**config.mk**
```make
export PLATFORM = sky130hd
export DESIGN_NAME = axi_single_arbiter
export DESIGN_NICKNAME = d
export VERILOG_FILES = /design/src/rtl/axi_pkg.sv /design/src/rtl/axi_single_arbiter_rr_grant.sv /design/src/rtl/axi_single_arbiter.sv
export SDC_FILE = /design/constraint.sdc
export NUM_CORES = 1
export LEC_CHECK = 0
export ABC_AREA = 1
export CAP_MARGIN = 15
export CORE_ASPECT_RATIO = 1.75
export CORE_MARGIN = 3
export CORE_UTILIZATION = 30
export CTS_BUF_LIST = sky130_fd_sc_hd__clkbuf_4 sky130_fd_sc_hd__clkbuf_8
export CTS_CLUSTER_DIAMETER = 30
export CTS_CLUSTER_SIZE = 40
export DETAILED_ROUTE_END_ITERATION = 12
export DONT_BUFFER_PORTS = 1
export GPL_ROUTABILITY_DRIVEN = 0
export GPL_TIMING_DRIVEN = 0
export SLEW_MARGIN = 40
export SYNTH_ARGS = -nofsm -noshare
export SYNTH_HDL_FRONTEND = slang
export SYNTH_HIERARCHICAL = 1
export SYNTH_SLANG_ARGS = --single-unit
```
**constraint.sdc**
```tcl
create_clock -name aclk -period 1.7 [get_ports aclk]
set_input_delay 0.17 -clock aclk [delete_from_list [all_inputs] [get_ports aclk]]
set_output_delay 0.17 -clock aclk [all_outputs]
set_load 0.02 [all_outputs]
```
**src/rtl/axi_pkg.sv**
```systemverilog
// Shared definitions for the single-outstanding AXI3 command arbiter:
// FSM state encoding and fixed AXI attribute encodings.
package axi_pkg;

   typedef enum logic [2:0] {
      ST_IDLE,
      ST_AW,
      ST_W,
      ST_B,
      ST_AR,
      ST_R
   } state_t;

   localparam logic [3:0] LEN_SINGLE  = 4'd0;
   localparam logic [1:0] BURST_FIXED = 2'b00;
   localparam logic [1:0] LOCK_NORMAL = 2'b00;
   localparam logic [3:0] CACHE_NONE  = 4'b0000;
   localparam logic [2:0] PROT_NORMAL = 3'b000;

endpackage

```
**src/rtl/axi_single_arbiter_rr_grant.sv**
```systemverilog
// Round-robin grant: first set request scanning from last+1 modulo NREQ,
// returned as one-hot vector plus binary index.
module rr_grant #(
   parameter int NREQ = 2,
   parameter int IDXW = 1
) (
   input  logic [NREQ-1:0] req,
   input  logic [IDXW-1:0] last,
   output logic [NREQ-1:0] grant,
   output logic [IDXW-1:0] idx,
   output logic            any
);

   logic [IDXW-1:0] cand;

   always_comb begin
      grant = '0;
      idx   = '0;
      any   = 1'b0;
      cand  = '0;
      for (int unsigned k = 1; k <= NREQ; k++) begin
         cand = IDXW'((32'(last) + k) % NREQ);
         if (!any && req[cand]) begin
            any         = 1'b1;
            grant[cand] = 1'b1;
            idx         = cand;
         end
      end
   end

endmodule

```
**src/rtl/axi_single_arbiter.sv**
```systemverilog
// Arbitrates NREQ single-beat command requesters onto one AXI3 master port,
// keeping exactly one transaction outstanding at a time.
module axi_single_arbiter
   import axi_pkg::*;
#(
   parameter int NREQ = 2,
   parameter int IDW  = 4
) (
   input  logic              aclk,
   input  logic              aresetn,
   input  logic [NREQ-1:0]   req_valid,
   input  logic [NREQ-1:0]   req_write,
   input  logic [NREQ*32-1:0] req_addr,
   input  logic [NREQ*32-1:0] req_wdata,
   input  logic [NREQ*3-1:0] req_size,
   input  logic [NREQ*4-1:0] req_strb,
   output logic [NREQ-1:0]   req_ready,
   output logic [NREQ-1:0]   req_done,
   output logic [31:0]       req_rdata,
   output logic [1:0]        req_resp,
   output logic              id_err,
   output logic [IDW-1:0]    awid,
   output logic [31:0]       awaddr,
   output logic [3:0]        awlen,
   output logic [2:0]        awsize,
   output logic [1:0]        awburst,
   output logic [1:0]        awlock,
   output logic [3:0]        awcache,
   output logic [2:0]        awprot,
   output logic              awvalid,
   input  logic              awready,
   output logic [IDW-1:0]    wid,
   output logic [31:0]       wdata,
   output logic [3:0]        wstrb,
   output logic              wlast,
   output logic              wvalid,
   input  logic              wready,
   input  logic [IDW-1:0]    bid,
   input  logic [1:0]        bresp,
   input  logic              bvalid,
   output logic              bready,
   output logic [IDW-1:0]    arid,
   output logic [31:0]       araddr,
   output logic [3:0]        arlen,
   output logic [2:0]        arsize,
   output logic [1:0]        arburst,
   output logic [1:0]        arlock,
   output logic [3:0]        arcache,
   output logic [2:0]        arprot,
   output logic              arvalid,
   input  logic              arready,
   input  logic [IDW-1:0]    rid,
   input  logic [31:0]       rdata,
   input  logic [1:0]        rresp,
   input  logic              rlast,
   input  logic              rvalid,
   output logic              rready
);

   localparam int IDXW = $clog2(NREQ);

   state_t          state, state_nx;
   logic [IDXW-1:0] last_grant, cur_idx, gnt_idx;
   logic [NREQ-1:0] gnt, done_vec;
   logic            gnt_any, grant_fire;
   logic [31:0]     cur_addr, cur_wdata, sel_addr, sel_wdata;
   logic [2:0]      cur_size, sel_size;
   logic [3:0]      cur_strb, sel_strb;
   logic [IDW-1:0]  cur_id;

   rr_grant #(
      .NREQ(NREQ),
      .IDXW(IDXW)
   ) u_grant (
      .req  (req_valid),
      .last (last_grant),
      .grant(gnt),
      .idx  (gnt_idx),
      .any  (gnt_any)
   );

   assign grant_fire = (state == ST_IDLE) && gnt_any;
   assign cur_id     = IDW'(cur_idx);
   assign done_vec   = {{(NREQ-1){1'b0}}, 1'b1} << cur_idx;
   assign sel_addr   = req_addr[32*int'(gnt_idx) +: 32];
   assign sel_wdata  = req_wdata[32*int'(gnt_idx) +: 32];
   assign sel_size   = req_size[3*int'(gnt_idx) +: 3];
   assign sel_strb   = req_strb[4*int'(gnt_idx) +: 4];

   // Gated by aresetn so the accept pulse drops the instant reset asserts.
   assign req_ready  = (grant_fire && aresetn) ? gnt : '0;

   always_ff @(posedge aclk or negedge aresetn) begin
      if (!aresetn) begin
         state      <= ST_IDLE;
         last_grant <= IDXW'(NREQ-1);
         cur_idx    <= '0;
         cur_addr   <= '0;
         cur_wdata  <= '0;
         cur_size   <= '0;
         cur_strb   <= '0;
         req_done   <= '0;
         req_rdata  <= '0;
         req_resp   <= '0;
         id_err     <= 1'b0;
      end else begin
         state    <= state_nx;
         req_done <= '0;
         if (grant_fire) begin
            last_grant <= gnt_idx;
            cur_idx    <= gnt_idx;
            cur_addr   <= sel_addr;
            cur_wdata  <= sel_wdata;
            cur_size   <= sel_size;
            cur_strb   <= sel_strb;
         end
         if (state == ST_B && bvalid) begin
            req_done  <= done_vec;
            req_rdata <= '0;
            req_resp  <= bresp;
            if (bid != cur_id) id_err <= 1'b1;
         end
         if (state == ST_R && rvalid) begin
            if (rid != cur_id) id_err <= 1'b1;
            if (rlast) begin
               req_done  <= done_vec;
               req_rdata <= rdata;
               req_resp  <= rresp;
            end
         end
      end
   end

   always_comb begin
      state_nx = state;
      case (state)
         ST_IDLE: if (gnt_any) state_nx = req_write[gnt_idx] ? ST_AW : ST_AR;
         ST_AW:   if (awready) state_nx = ST_W;
         ST_W:    if (wready) state_nx = ST_B;
         ST_B:    if (bvalid) state_nx = ST_IDLE;
         ST_AR:   if (arready) state_nx = ST_R;
         ST_R:    if (rvalid && rlast) state_nx = ST_IDLE;
         default: state_nx = ST_IDLE;
      endcase
   end

   always_comb begin
      awid    = '0;
      awaddr  = '0;
      awlen   = '0;
      awsize  = '0;
      awburst = '0;
      awlock  = '0;
      awcache = '0;
      awprot  = '0;
      awvalid = 1'b0;
      wid     = '0;
      wdata   = '0;
      wstrb   = '0;
      wlast   = 1'b0;
      wvalid  = 1'b0;
      bready  = 1'b0;
      arid    = '0;
      araddr  = '0;
      arlen   = '0;
      arsize  = '0;
      arburst = '0;
      arlock  = '0;
      arcache = '0;
      arprot  = '0;
      arvalid = 1'b0;
      rready  = 1'b0;
      case (state)
         ST_AW: begin
            awvalid = 1'b1;
            awid    = cur_id;
            awaddr  = cur_addr;
            awlen   = LEN_SINGLE;
            awsize  = cur_size;
            awburst = BURST_FIXED;
            awlock  = LOCK_NORMAL;
            awcache = CACHE_NONE;
            awprot  = PROT_NORMAL;
         end
         ST_W: begin
            wvalid = 1'b1;
            wid    = cur_id;
            wdata  = cur_wdata;
            wstrb  = cur_strb;
            wlast  = 1'b1;
         end
         ST_B: bready = 1'b1;
         ST_AR: begin
            arvalid = 1'b1;
            arid    = cur_id;
            araddr  = cur_addr;
            arlen   = LEN_SINGLE;
            arsize  = cur_size;
            arburst = BURST_FIXED;
            arlock  = LOCK_NORMAL;
            arcache = CACHE_NONE;
            arprot  = PROT_NORMAL;
         end
         ST_R: rready = 1'b1;
         default: ;
      endcase
   end

endmodule
```
==> impl_metrics.env <==
export IMPL_hold_ws_ns=-0.581
export IMPL_fill_cells=1881
export IMPL_worstMarginPinSlew_ns=0.507
export IMPL_ff2ff_setup_slack_ns=0
export IMPL_max_cap_violations=0
export IMPL_rows=72
export IMPL_drtIter0Drc=322
export IMPL_syn_inst=853
export IMPL_finish_utilization_pct=51.0
export IMPL_startpoint_type="flop"
export IMPL_grt_max_degree=115
export IMPL_wirelength_um=28700
export IMPL_clk_pin_slew_ns=0.07
export IMPL_hold_class="in -> async"
export IMPL_path_class="reg -> out"
export IMPL_fin_ws_ns=-0.174
export IMPL_clock_skew_ns=0.00862
export IMPL_yosys_warnings=6
export IMPL_ir_drop_v=0.000912
export IMPL_hold_viol_final=113
export IMPL_r2r_cells=10
export IMPL_cts_tree="built"
export IMPL_wire_per_inst_um=19.9
export IMPL_vias_per_cell=4.76
export IMPL_maxSlewHeadroom_pct=66.2
export IMPL_maxSlewViolCount=0
export IMPL_syn_area_um2=6920
export IMPL_grt_usage_pct=21.7
export IMPL_r2r_end="cur_wdata[12]$_DFFE_PN0P_"
export IMPL_io_buffers=0
export IMPL_clock_fmax_ghz=0.534
export IMPL_fin_cells=1444
export IMPL_syn_avg_cell_area_um2=8.11
export IMPL_root_buffer="clkbuf_8"
export IMPL_ys_types=34
export IMPL_top_layer="met4"
export IMPL_p_per_area_nw_per_um2=1670
export IMPL_cp_max_fo=7
export IMPL_regArea_um2=2830
export IMPL_antenna_left=0
export IMPL_fin_nets=1332
export IMPL_grt_pass1_wl_um=41000
export IMPL_worstPathArrival_ns=1.70
export IMPL_clock_path_buffers=2
export IMPL_yosys_register_bits=113
export IMPL_clk_latency_ns=0.45
export IMPL_layout_common_cells="nand2_1, dlygate4sd3_1, inv_1, nor2_4, dfrtp_1"
export IMPL_dr_wl_met2_um=15400
export IMPL_period_needed_ns=1.87
export IMPL_leakagePower_nw=5.35
export IMPL_globalRoute_totalOverflow=0
export IMPL_area_growth_pct=65.2
export IMPL_post_place_ws_ns=-0.341
export IMPL_cts_sinks=113
export IMPL_crit_required_ns=1.53
export IMPL_dp_cells=1187
export IMPL_die_x_um=121
export IMPL_pin_count=391
export IMPL_cp_end_kind="primary output"
export IMPL_design_die_area_um2=25000
export IMPL_coreArea_um2=22400
export IMPL_finalSetupViolCount=114
export IMPL_rsz0062_at_grt="true"
export IMPL_drive_gt1_share_pct=35.7
export IMPL_antenna_found_initial=0
export IMPL_seq_area_frac_synth_pct=40.9
export IMPL_met3_length_um=1960
export IMPL_postCtsHoldBufs=184
export IMPL_initial_core_util_pct=30.9
export IMPL_grt_pass1_vias=7422
export IMPL_post_route_period_util_pct=110
export IMPL_num_vias=6871
export IMPL_multiInputGateArea_um2=3840
export IMPL_status="finished with violations"
export IMPL_final_common_cell="nand2_1"
export IMPL_dp_hpwl_um=18000
export IMPL_die_h_um=207
export IMPL_wl_met1_um=9600
export IMPL_numCtsBuffers=17
export IMPL_violations="negative hold slack, negative setup slack"
export IMPL_cts_htree_levels=4
export IMPL_finalSetupTns_ns=-10.77
export IMPL_first_pass_iters=4
export IMPL_r2r_start="state[0]$_DFFE_PN0P_"
export IMPL_drc=0
-- worst max-delay path by stage --
stage                           start                       end  slack, ns  depth (start not counted)
6_report         state[0]$_DFFE_PN0P_                araddr[26]      -0.17                          6
5_1_grt          state[0]$_DFFE_PN0P_                araddr[26]      -0.25                          6
4_1_cts          state[0]$_DFFE_PN0P_                araddr[22]      -0.25                          6
3_5_place_dp   last_grant$_DFFE_PN1P_  cur_addr[23]$_DFFE_PN0P_      -0.34                          6
3_3_place_gp   last_grant$_DFFE_PN1P_  cur_addr[24]$_DFFE_PN0P_      -0.35                          6
2_1_floorplan    state[0]$_DFFE_PN0P_                araddr[22]       0.20                          6
-- critical path: stages, from the launching register on --
cell     delay [ns]
dfrtp_1        0.38
buf_6          0.13
nor2_4         0.13
nand2_4        0.11
buf_12         0.17
buf_16         0.16
nor2_4         0.18
-- metal layers --
layer  vias to the layer above  track usage (%)
li1                       3120                -
met3                       115             5.34
met5                         -                0
met2                       432             40.0
met1                      3204             21.2
met4                         0             14.7
-- where the power goes --
part | switching, mW | internal [mW]
Combinational | 6.83 | 4.19
Clock | 1.18 | 1.74
Sequential | 1.11 | 4.00
Total | 9.12 | 9.93
-- per-stage QoR --
| step | area [µm²] | total power [mW] |
|---|---|---|
| detailed placement | 7430 | 12.2 |
| global placement | 7430 | 12.0 |
| CTS | 11100 | 18.3 |
| floorplan | 7060 | 10.6 |
| finish | 11400 | 19.1 |
| global route | 11400 | 20.1 |
-- flip-flops by register name (all words and copies together), names as in the netlist --
name        flops
last_grant      1
req_rdata      32
state           3
cur_wdata      32
req_done        2
id_err          1
cur_idx         1
cur_size        3
cur_strb        4
cur_addr       32
req_resp        2
-- what timing repair did --
item	CTS	global route
pin swaps	12	22
setup buffers	16	15
gates resized for setup	293	49
endpoints found under the hold margin	220	113
cloned	6	5
setup endpoints to repair	189	221
-- layout make-up --
class	instances	area share (%)
plain buffers	90	8.25
flip-flops and latches	113	24.8
clock buffers	22	2.54
diodes	1	0.0219
inverters	164	5.75
multi-input cells	524	33.6
repair buffers	224	20.5
well taps	296	3.24
clock inverters	10	1.37
-- Yosys cell counts (all sizes together) --
library cell / n / area share, %
nand3b: 1 / 0.11
xnor2: 2 / 0.25
conb: 1 / 0.054
and2: 1 / 0.090
nor3: 2 / 0.14
a21boi: 1 / 0.11
nor2: 116 / 6.9
clkbuf: 14 / 0.76
clkinv: 1 / 0.072
a21oi: 6 / 0.43
dfrtp: 112 / 40
inv: 163 / 8.9
nand3: 10 / 0.98
nand2: 195 / 11
dfstp: 1 / 0.38
o21ai: 75 / 8.6
buf: 76 / 8.8
nor3b: 2 / 0.22
o211ai: 71 / 12
nand4: 3 / 0.27
-- cell families after synthesis --
family / after synthesis / share of synthesized area [%]
AND/OR/NAND/NOR: 330 / 19.4
buffers and inverters: 254 / 18.5
XOR/XNOR: 2 / 0.253
AO/OA/AOI/OAI: 153 / 20.9
other: 1 / 0.0542
flip-flops: 113 / 40.9
Note: power is estimated with default switching activity, not from simulation.
